==> src/rtl/axis_video_pattern_gen.sv <==
// AXI-Stream video test-pattern source: emits H_ACTIVE x V_ACTIVE raster frames
// with tuser on pixel (0,0) and tlast on the last pixel of every line.
module axis_video_pattern_gen #(
    parameter int D_WIDTH  = 8,
    parameter int H_ACTIVE = 8,
    parameter int V_ACTIVE = 4
) (
    input  logic               clk,
    input  logic               rst,
    input  logic               enable,
    input  logic [1:0]         pattern_sel,
    output logic [D_WIDTH-1:0] m_data,
    output logic               m_valid,
    output logic               m_tlast,
    output logic               m_tuser,
    input  logic               m_ready,
    output logic               frame_done,
    output logic               busy
);

    localparam int XW = (H_ACTIVE > 1) ? $clog2(H_ACTIVE) : 1;
    localparam int YW = (V_ACTIVE > 1) ? $clog2(V_ACTIVE) : 1;
    localparam logic [XW-1:0] X_LAST = XW'(H_ACTIVE - 1);
    localparam logic [YW-1:0] Y_LAST = YW'(V_ACTIVE - 1);

    if ((H_ACTIVE < 2) || (H_ACTIVE % 2 != 0)) begin : g_bad_h_active
        $error("axis_video_pattern_gen: H_ACTIVE must be even and >= 2");
    end
    if ((V_ACTIVE < 2) || (V_ACTIVE % 2 != 0)) begin : g_bad_v_active
        $error("axis_video_pattern_gen: V_ACTIVE must be even and >= 2");
    end

    // IDLE   | no stream, waiting for enable
    // ACTIVE | presenting beats of a frame; m_valid held high until frame end
    typedef enum logic {IDLE, ACTIVE} state_t;

    state_t             state, state_nxt;
    logic [XW-1:0]      x, x_nxt, x_adv;
    logic [YW-1:0]      y, y_nxt, y_adv;
    logic [D_WIDTH-1:0] frame_cnt, frame_cnt_nxt, frame_cnt_inc;
    logic [1:0]         pat, pat_nxt;
    logic [D_WIDTH-1:0] data_nxt;
    logic               valid_nxt, tlast_nxt, tuser_nxt, done_nxt, busy_nxt;
    logic               last_px;

    function automatic logic [D_WIDTH-1:0] pixel(input logic [XW-1:0] px,
                                                 input logic [YW-1:0] py,
                                                 input logic [1:0] p,
                                                 input logic [D_WIDTH-1:0] fc);
        logic [D_WIDTH-1:0] v;
        case (p)
            2'd0:    v = D_WIDTH'(px);
            2'd1:    v = D_WIDTH'(py);
            2'd2:    v = {D_WIDTH{px[0] ^ py[0]}};
            default: v = fc;
        endcase
        return v;
    endfunction

    always_ff @(posedge clk) begin
        if (rst) begin
            state      <= IDLE;
            x          <= '0;
            y          <= '0;
            frame_cnt  <= '0;
            pat        <= '0;
            m_data     <= '0;
            m_valid    <= 1'b0;
            m_tlast    <= 1'b0;
            m_tuser    <= 1'b0;
            frame_done <= 1'b0;
            busy       <= 1'b0;
        end else begin
            state      <= state_nxt;
            x          <= x_nxt;
            y          <= y_nxt;
            frame_cnt  <= frame_cnt_nxt;
            pat        <= pat_nxt;
            m_data     <= data_nxt;
            m_valid    <= valid_nxt;
            m_tlast    <= tlast_nxt;
            m_tuser    <= tuser_nxt;
            frame_done <= done_nxt;
            busy       <= busy_nxt;
        end
    end

    always_comb begin
        state_nxt     = state;
        x_nxt         = x;
        y_nxt         = y;
        frame_cnt_nxt = frame_cnt;
        pat_nxt       = pat;
        data_nxt      = m_data;
        valid_nxt     = m_valid;
        tlast_nxt     = m_tlast;
        tuser_nxt     = m_tuser;
        done_nxt      = 1'b0;
        busy_nxt      = busy;

        last_px       = (x == X_LAST) && (y == Y_LAST);
        frame_cnt_inc = frame_cnt + D_WIDTH'(1);
        if (x == X_LAST) begin
            x_adv = '0;
            y_adv = y + YW'(1);
        end else begin
            x_adv = x + XW'(1);
            y_adv = y;
        end

        case (state)
            IDLE: begin
                valid_nxt = 1'b0;
                busy_nxt  = 1'b0;
                if (enable) begin
                    state_nxt = ACTIVE;
                    pat_nxt   = pattern_sel;
                    x_nxt     = '0;
                    y_nxt     = '0;
                    data_nxt  = pixel('0, '0, pattern_sel, frame_cnt);
                    valid_nxt = 1'b1;
                    tuser_nxt = 1'b1;
                    tlast_nxt = 1'b0;
                    busy_nxt  = 1'b1;
                end
            end
            ACTIVE: begin
                if (m_ready) begin
                    if (last_px) begin
                        done_nxt      = 1'b1;
                        frame_cnt_nxt = frame_cnt_inc;
                        x_nxt         = '0;
                        y_nxt         = '0;
                        if (enable) begin
                            // back-to-back frame: flat pattern must see the new count
                            pat_nxt   = pattern_sel;
                            data_nxt  = pixel('0, '0, pattern_sel, frame_cnt_inc);
                            tuser_nxt = 1'b1;
                            tlast_nxt = 1'b0;
                        end else begin
                            state_nxt = IDLE;
                            data_nxt  = '0;
                            valid_nxt = 1'b0;
                            tuser_nxt = 1'b0;
                            tlast_nxt = 1'b0;
                            busy_nxt  = 1'b0;
                        end
                    end else begin
                        x_nxt     = x_adv;
                        y_nxt     = y_adv;
                        data_nxt  = pixel(x_adv, y_adv, pat, frame_cnt);
                        tuser_nxt = (x_adv == '0) && (y_adv == '0);
                        tlast_nxt = (x_adv == X_LAST);
                    end
                end
            end
            default: state_nxt = IDLE;
        endcase
    end

endmodule

==> config.mk <==
export PLATFORM = sky130hd
export DESIGN_NAME = axis_video_pattern_gen
export DESIGN_NICKNAME = d
export VERILOG_FILES = /design/src/rtl/axis_video_pattern_gen.sv
export SDC_FILE = /design/constraint.sdc
export NUM_CORES = 1
export LEC_CHECK = 0
export ABC_CLOCK_PERIOD_IN_PS = 2230
export CAP_MARGIN = 0
export CORE_ASPECT_RATIO = 0.6
export CORE_MARGIN = 2
export CORE_UTILIZATION = 55
export CTS_CLUSTER_SIZE = 8
export DETAILED_ROUTE_END_ITERATION = 7
export PLACE_DENSITY_LB_ADDON = 0.2
export SYNTH_ARGS = -nofsm -noshare
export SYNTH_HDL_FRONTEND = slang
export SYNTH_SLANG_ARGS = --single-unit
export TNS_END_PERCENT = 5
==> constraint.sdc <==
create_clock -name clk -period 2.23 [get_ports clk]
set_input_delay 0.446 -clock clk [delete_from_list [all_inputs] [get_ports clk]]
set_output_delay 0.446 -clock clk [all_outputs]
set_load 0.01 [all_outputs]
==> results of run 1 <==
==> cell usage in the layout, fill, tap and decap left out, types with 2 or more instances in the layout <==
| cell type | count |
|---|---|
| nand3_1 | 7 |
| nand2b_1 | 4 |
| a32oi_1 | 2 |
| a211oi_1 | 4 |
| ha_1 | 5 |
| or3_1 | 8 |
| nor3b_1 | 2 |
| nand4_1 | 2 |
| nor2b_1 | 4 |
| o31ai_1 | 3 |
| a21oi_1 | 12 |
| nor2_1 | 26 |
| clkdlybuf4s50_1 | 18 |
| nor3_1 | 7 |
| a311oi_1 | 6 |
| nand2_1 | 7 |
| and4_1 | 2 |
| nand3b_1 | 2 |
| mux2i_1 | 4 |
| nand4b_1 | 2 |
| a21boi_0 | 3 |
| a22oi_1 | 3 |
| xnor2_1 | 3 |
| a221oi_1 | 2 |
| o21ai_0 | 9 |
| dfxtp_1 | 28 |
| xor2_1 | 3 |
| inv_1 | 5 |
| and3_1 | 3 |
| buf_4 | 6 |
| clkbuf_8 | 3 |
| o21a_1 | 3 |
==> power breakdown <==
group / total (uW) / leakage [uW] / internal [uW] / switching, uW
sequential: 539 / 0.000228 / 518 / 20.8
clock: 273 / 0.0000216 / 121 / 151
combinational: 147 / 0.000401 / 74.5 / 72.7
==> per-layer routing <==
metal / global-route usage (%) / wire [um] / up-vias / share of wire, %
met2: 33.0 / 1440 / 59 / 38
li1: - / - / 749 / -
met4: 5.82 / 40 / 0 / 1.1
met1: 38.7 / 1990 / 673 / 53
met5: 0 / 0 / - / 0
met3: 6.13 / 275 / 6 / 7.3
==> what timing repair did <==
| action | in CTS | in global routing |
|---|---|---|
| endpoints found under the setup margin | 0 | 5 |
| setup buffers | 0 | 0 |
| gates resized for setup | 0 | 1 |
| hold buffers | 0 | 0 |
==> per-stage QoR <==
stage | util, % | total power (uW)
after global routing | 65.7 | 1000
after global placement | 64.2 | 692
after detailed placement | 64.2 | 697
after floorplan | - | 633
after CTS | 65.6 | 965
final | 65.7 | 958
==> worst paths after layout <==
path                            startpoint         to  slack (ns)  cells after the start
worst max-delay path                  x[0]  m_data[3]        0.16                      6
worst min-delay path               m_tuser    m_tuser        0.49                      2
worst max register to register        x[0]  m_data[3]        0.16                      6
worst min register to register     m_tuser    m_tuser        0.49                      2
==> sequential cells by signal, summed over array words and instances, names as in the netlist <==
signal,count
frame_done,1
busy,1
x,3
pat,2
y,2
state,1
m_tuser,1
m_tlast,1
m_data,8
frame_cnt,8
==> cell families (layout without fill, tap and decap cells) <==
group | after synthesis | in the layout | share of synthesized area, %
buffers and inverters | 21 | 32 | 6.46
DFF | 28 | 28 | 34.5
adders and majority gates | 6 | 6 | 4.62
xor gates and xnor gates | 6 | 6 | 3.23
AOI/OAI and AO/OA | 53 | 53 | 22.2
muxes | 5 | 5 | 3.15
and+or+nand+nor | 79 | 79 | 25.8
==> worst min-delay path, cell delays in order (launching register included) <==
cell	delay, ns
dfxtp_1	0.32
nor2_1	0.09
nor3_1	0.04
==> area by class of cell <==
class / count / area [um2] / share of cell area [%]
clock buffers: 3 / 41.3 / 2.22
inverters: 5 / 18.8 / 1.01
multi-input cells: 149 / 963 / 51.7
flip-flops and latches: 28 / 561 / 30.1
well taps: 42 / 52.6 / 2.82
repair buffers: 24 / 225 / 12.1
==> key figures, run 1 <==
Outcome
  • Status: finished, final reports clean

Clock tree
  • Clock buffer depth: 2
  • Clk sinks: 28
  • TritonCTS buffer count: 3
  • CTS tree: built
  • CTS root buf: clkbuf_8
  • H-tree Lvls: 1
  • Skew-Pair Late Insertion Delay: 0.27 ns
  • Clock edge transition at the registers on the reported setup and hold paths: 0.09 ns

Detailed routing
  • Total number of vias: 1,487
  • Post-route DRC: 0
  • Detailed Route WL: ~3.7 mm
  • Routed vias/inst: 5.92
  • DR iter-0 viols: about 160
  • Post-DR wirelength/cell: 14.9 um
  • Antenna Nets Post-Route: 0
  • First-pass DRT Iterations: 5

STA
  • Setup WS post-layout: roughly 0.16 ns
  • Final Slew Violations: 0
  • Final period util: 92.7%
  • Hold WS: 0.492 ns
  • Hold Violations, Final: 0
  • Final setup TNS: 0 ns
  • Rel. slew slack: 62.5%
  • Fmax: 0.484 GHz
  • RSZ-0062 raised after global routing: false
  • Crit path time final: 2.07 ns
  • Worst slew pin tran: 0.562 ns
  • Final setup viols: 0
  • Clk_skew: 0.00287 ns

Global routing
  • Vias in the first global route: around 1,300
  • Initial antenna violation count: 0
  • Largest net degree at the start of global routing: 17
  • First-pass GRT wire length: about 6.3 mm
  • Total GRT Usage: 24.7%
  • Grt ovf: 0

Synthesis
  • Area contributors post-synth: dfxtp_1, nor2_1, ha_1, a21oi_1, a311oi_1
  • Post-Syn Area: 1630 um2
  • Top FF cell, synth: dfxtp_1
  • Post-synth cell types: 44
  • Seq/Total Area, Yosys: ~34%
  • Synth top cells by count: dfxtp_1, nor2_1, a21oi_1
  • Synthesis warning total: 0
  • Area leader, netlist: dfxtp_1
  • Synthesized Nets: 210
  • Post-synth ARST share: 0%
  • Top cell type's share of synthesized area: 34.5%
  • Yosys reg bits: 28
  • Mapped Cells: 198
  • Post-synth EDFFs: 0
  • Mean Syn Cell Area: 8.21 um2
  • Count leader, synth: dfxtp_1

Worst setup path
  • Req. time, crit path: 2.42 ns
  • Crit path cell chain: ha_1, ha_2, nand3_1, or2_0, or3_1, a311oi_1
  • WS Path Type: reg2reg
  • Startpoint class of the critical path: register
  • Crit path DAT: around 2.3 ns
  • Crit. End Element: register
  • CP max stage delay: 0.45 ns
  • CP Max Fanout: 11
  • Critical path buffers and inverters: 0
  • Slowest cell on the critical path: dfxtp_1
  • Delay-heaviest family, CP: simple AND/OR/NAND/NOR gates

Final layout
  • Fin area: 1860 um2
  • Diodes inserted: 0
  • Non-filler instance count after layout: 251
  • Nets: 223
  • Share of cells above drive strength 1: approximately 6.2%
  • Area grow syn2layout: 14.5%
  • FILL cells: 240

Die
  • Row count: 15
  • Core footprint: 2830 um2
  • Chip width: between 70 and 80 um
  • DIE HEIGHT: about 46 um
  • Starting Density: a little under three fifths
  • # IOs: 19
  • Total die area: 3420 um2

Place
  • Detailed placement HPWL: 2.86 mm
  • Pre-CTS WS: ~0.12 ns
  • GP Congestion: 0.910
  • Placed insts: 248
  • Placed cell areas: 1820 um2
  • IO Port Bufs: 18

Flow run
  • Max-cap violations: 0

Pwr
  • Worst vdd ir: around 370 uV
  • PwrDens: around 510 nW/um2
  • Pleak: 0.000651 uW

Min path
  • Hold Crit Class: reg2reg
(Power assumes the default switching activity.)
==> run 2: changes to the inputs <==
--- a/config.mk
+++ b/config.mk
@@ -8,12 +8,12 @@
 export ABC_CLOCK_PERIOD_IN_PS = 2230
 export CAP_MARGIN = 0
 export CORE_ASPECT_RATIO = 0.6
-export CORE_MARGIN = 2
 export CORE_UTILIZATION = 55
 export CTS_CLUSTER_SIZE = 8
 export DETAILED_ROUTE_END_ITERATION = 7
 export PLACE_DENSITY_LB_ADDON = 0.2
+export SKIP_CTS_REPAIR_TIMING = 1
 export SYNTH_ARGS = -nofsm -noshare
 export SYNTH_HDL_FRONTEND = slang
 export SYNTH_SLANG_ARGS = --single-unit
-export TNS_END_PERCENT = 5
+export TNS_END_PERCENT = 20
==> run 2 against run 1 <==
Against the previous run:
- flip-flop and latch count stayed put
- first-iteration DRC count rose by 1.9%
- routed wire length fell by 0.75%
- fmax increased by 1.3%
- setup slack improved by 0.027 ns
- clock-buffer cell count rose by 1
- via count up 4.3%
==> key figures, run 2 (synthesized netlist as in run 1, its figures left out) <==
Worst setup path
  • Crit path DAT: 2.17 ns (-0.08 ns)
  • Startpoint class of the critical path: register
  • Crit. End Element: register
  • Req. time, crit path: 2.36 ns (-0.06 ns)
  • WS Path Type: reg2reg
  • CP Max Fanout: 8 (-3)

STA
  • Final period util: 91.4% (-1.2 points)
  • Hold Violations, Final: 0 (unchanged)
  • Crit path time final: 2.04 ns (-0.0274 ns)
  • Worst slew pin tran: 0.563 ns (+0.00137 ns)
  • Rel. slew slack: 62.4% (-0.091 points)
  • Final setup TNS: 0 ns (unchanged)
  • RSZ-0062 raised after global routing: false
  • Hold WS: 0.499 ns (+0.00680 ns)
  • Final setup viols: 0 (unchanged)
  • Final Slew Violations: 0 (unchanged)
  • Clk_skew: 0.00390 ns (+0.00103 ns)
  • Fmax: 0.490 GHz (+1.3%)

Outcome
  • Status: finished, final reports clean

Detailed routing
  • Total number of vias: 1,551 (+4.3%)
  • Post-DR wirelength/cell: 14.8 um (-0.75%)
  • Detailed Route WL: 3.72 mm (-0.75%)
  • Post-route DRC: 0 (unchanged)
  • Antenna Nets Post-Route: 0 (unchanged)
  • Routed vias/inst: 6.18 (+4.3%)
  • First-pass DRT Iterations: 5 (unchanged)
  • DR iter-0 viols: 160 (+1.9%)

Global routing
  • Initial antenna violation count: 0 (unchanged)
  • Largest net degree at the start of global routing: 17 (unchanged)
  • Vias in the first global route: 1,272 (+1.1%)
  • Grt ovf: 0 (unchanged)
  • First-pass GRT wire length: 6.15 mm (-2.8%)
  • Total GRT Usage: 25.2% (+0.58 points)

Pwr
  • Worst vdd ir: 355 uV (-3.8%)
  • Pleak: 0.000663 uW (+1.9%)
  • PwrDens: 531 nW/um2 (+3.2%)

Clock tree
  • Clock edge transition at the registers on the reported setup and hold paths: 0.09 ns (about the same)
  • Skew-Pair Late Insertion Delay: 0.27 ns (about the same)
  • Clock buffer depth: 2 (unchanged)
  • H-tree Lvls: 1 (unchanged)
  • CTS tree: built
  • TritonCTS buffer count: 3 (unchanged)
  • Clk sinks: 28 (unchanged)
  • CTS root buf: clkbuf_8

Final layout
  • Commonest non-fill, non-tap cell in the layout: dfxtp_1
  • Share of cells above drive strength 1: 7.11% (+0.89 points)
  • Nets: 224 (+0.45%)
  • FILL cells: 217 (-9.6%)
  • Most frequent cells in the layout: dfxtp_1, nor2_1, clkdlybuf4s50_1
  • Area grow syn2layout: 15.6%
  • Registers with the most flip-flops: frame_cnt: 8 flops, m_data: 8 flops, x: 3 flops
  • Diodes inserted: 0 (unchanged)

Die
  • Row count: 14 (-1)
  • Starting Density: 61.5% (+4.1 points)
  • Chip width: 72.2 um (-2.7%)
  • DIE HEIGHT: 44.1 um (-4.3%)
  • Total die area: 3190 um2 (-6.9%)
  • Core footprint: 2650 um2 (-6.7%)
  • # IOs: 19 (unchanged)

Flow run
  • Max-cap violations: 0 (unchanged)

Place
  • IO Port Bufs: 18 (unchanged)
  • GP Congestion: 0.919 (+1.0%)
  • Detailed placement HPWL: 2.87 mm (+0.44%)

Min path
  • Hold Crit Class: reg2reg
run 2: changes by cell type in the layout (fill, tap and decap cells not counted):
cell,previous run,this run
clkbuf_8,3,4
buf_4,6,7
run 2: area by class of cell:
class / count / area [um2] / area share [%]
Timing Repair Buffer: 25 / 233 / 12.4
Sequential cell: 28 / 561 / 29.8
Inverter: 5 / 18.8 / 0.998
Clock buffer: 4 / 55.1 / 2.93
Tap cell: 40 / 50.0 / 2.66
Multi-Input combinational cell: 149 / 963 / 51.2
run 2: where the power goes:
part | internal, uW | switching, uW | leakage (uW)
Combinational | 74.6 | 75.2 | 0.000407
Sequential | 518 | 20.2 | 0.000228
Clock | 158 | 153 | 0.0000288
Total | 751 | 248 | 0.000663
run 2: layer usage:
layer  wire (um)  track usage (%)
met1        1900             39.9
met2        1500             34.8
met3         291             5.47
met4          22             4.71
met5           0                0
run 2: path summary, 6_finish.rpt:
check | endpoint | cells after the start | startpoint | slack, ns
min reg2reg | m_tuser | 2 | m_tuser | 0.50
max reg2reg | m_data[6] | 6 | x[0] | 0.19
min | m_tuser | 2 | m_tuser | 0.50
max | m_data[6] | 6 | x[0] | 0.19
run 2: per-stage QoR:
step	area (um2)	setup WS (ns)	util [%]	cells	power [uW]
2_1_floorplan	1630	0.507	-	198	633
3_3_place_gp	1820	0.195	68.9	247	692
3_5_place_dp	1820	0.122	68.9	247	697
4_1_cts	1880	0.166	71.0	251	1000
5_1_grt	1880	0.0386	71.1	251	1040
6_report	1880	0.191	71.1	251	999
run 2: worst max-delay path: stages, from the launching register on:
cell and delay [ns]:
dfxtp_1 0.45, ha_1 0.23, ha_1 0.32, nor2b_1 0.10
xnor2_1 0.18, a31oi_1 0.45, a311oi_1 0.17
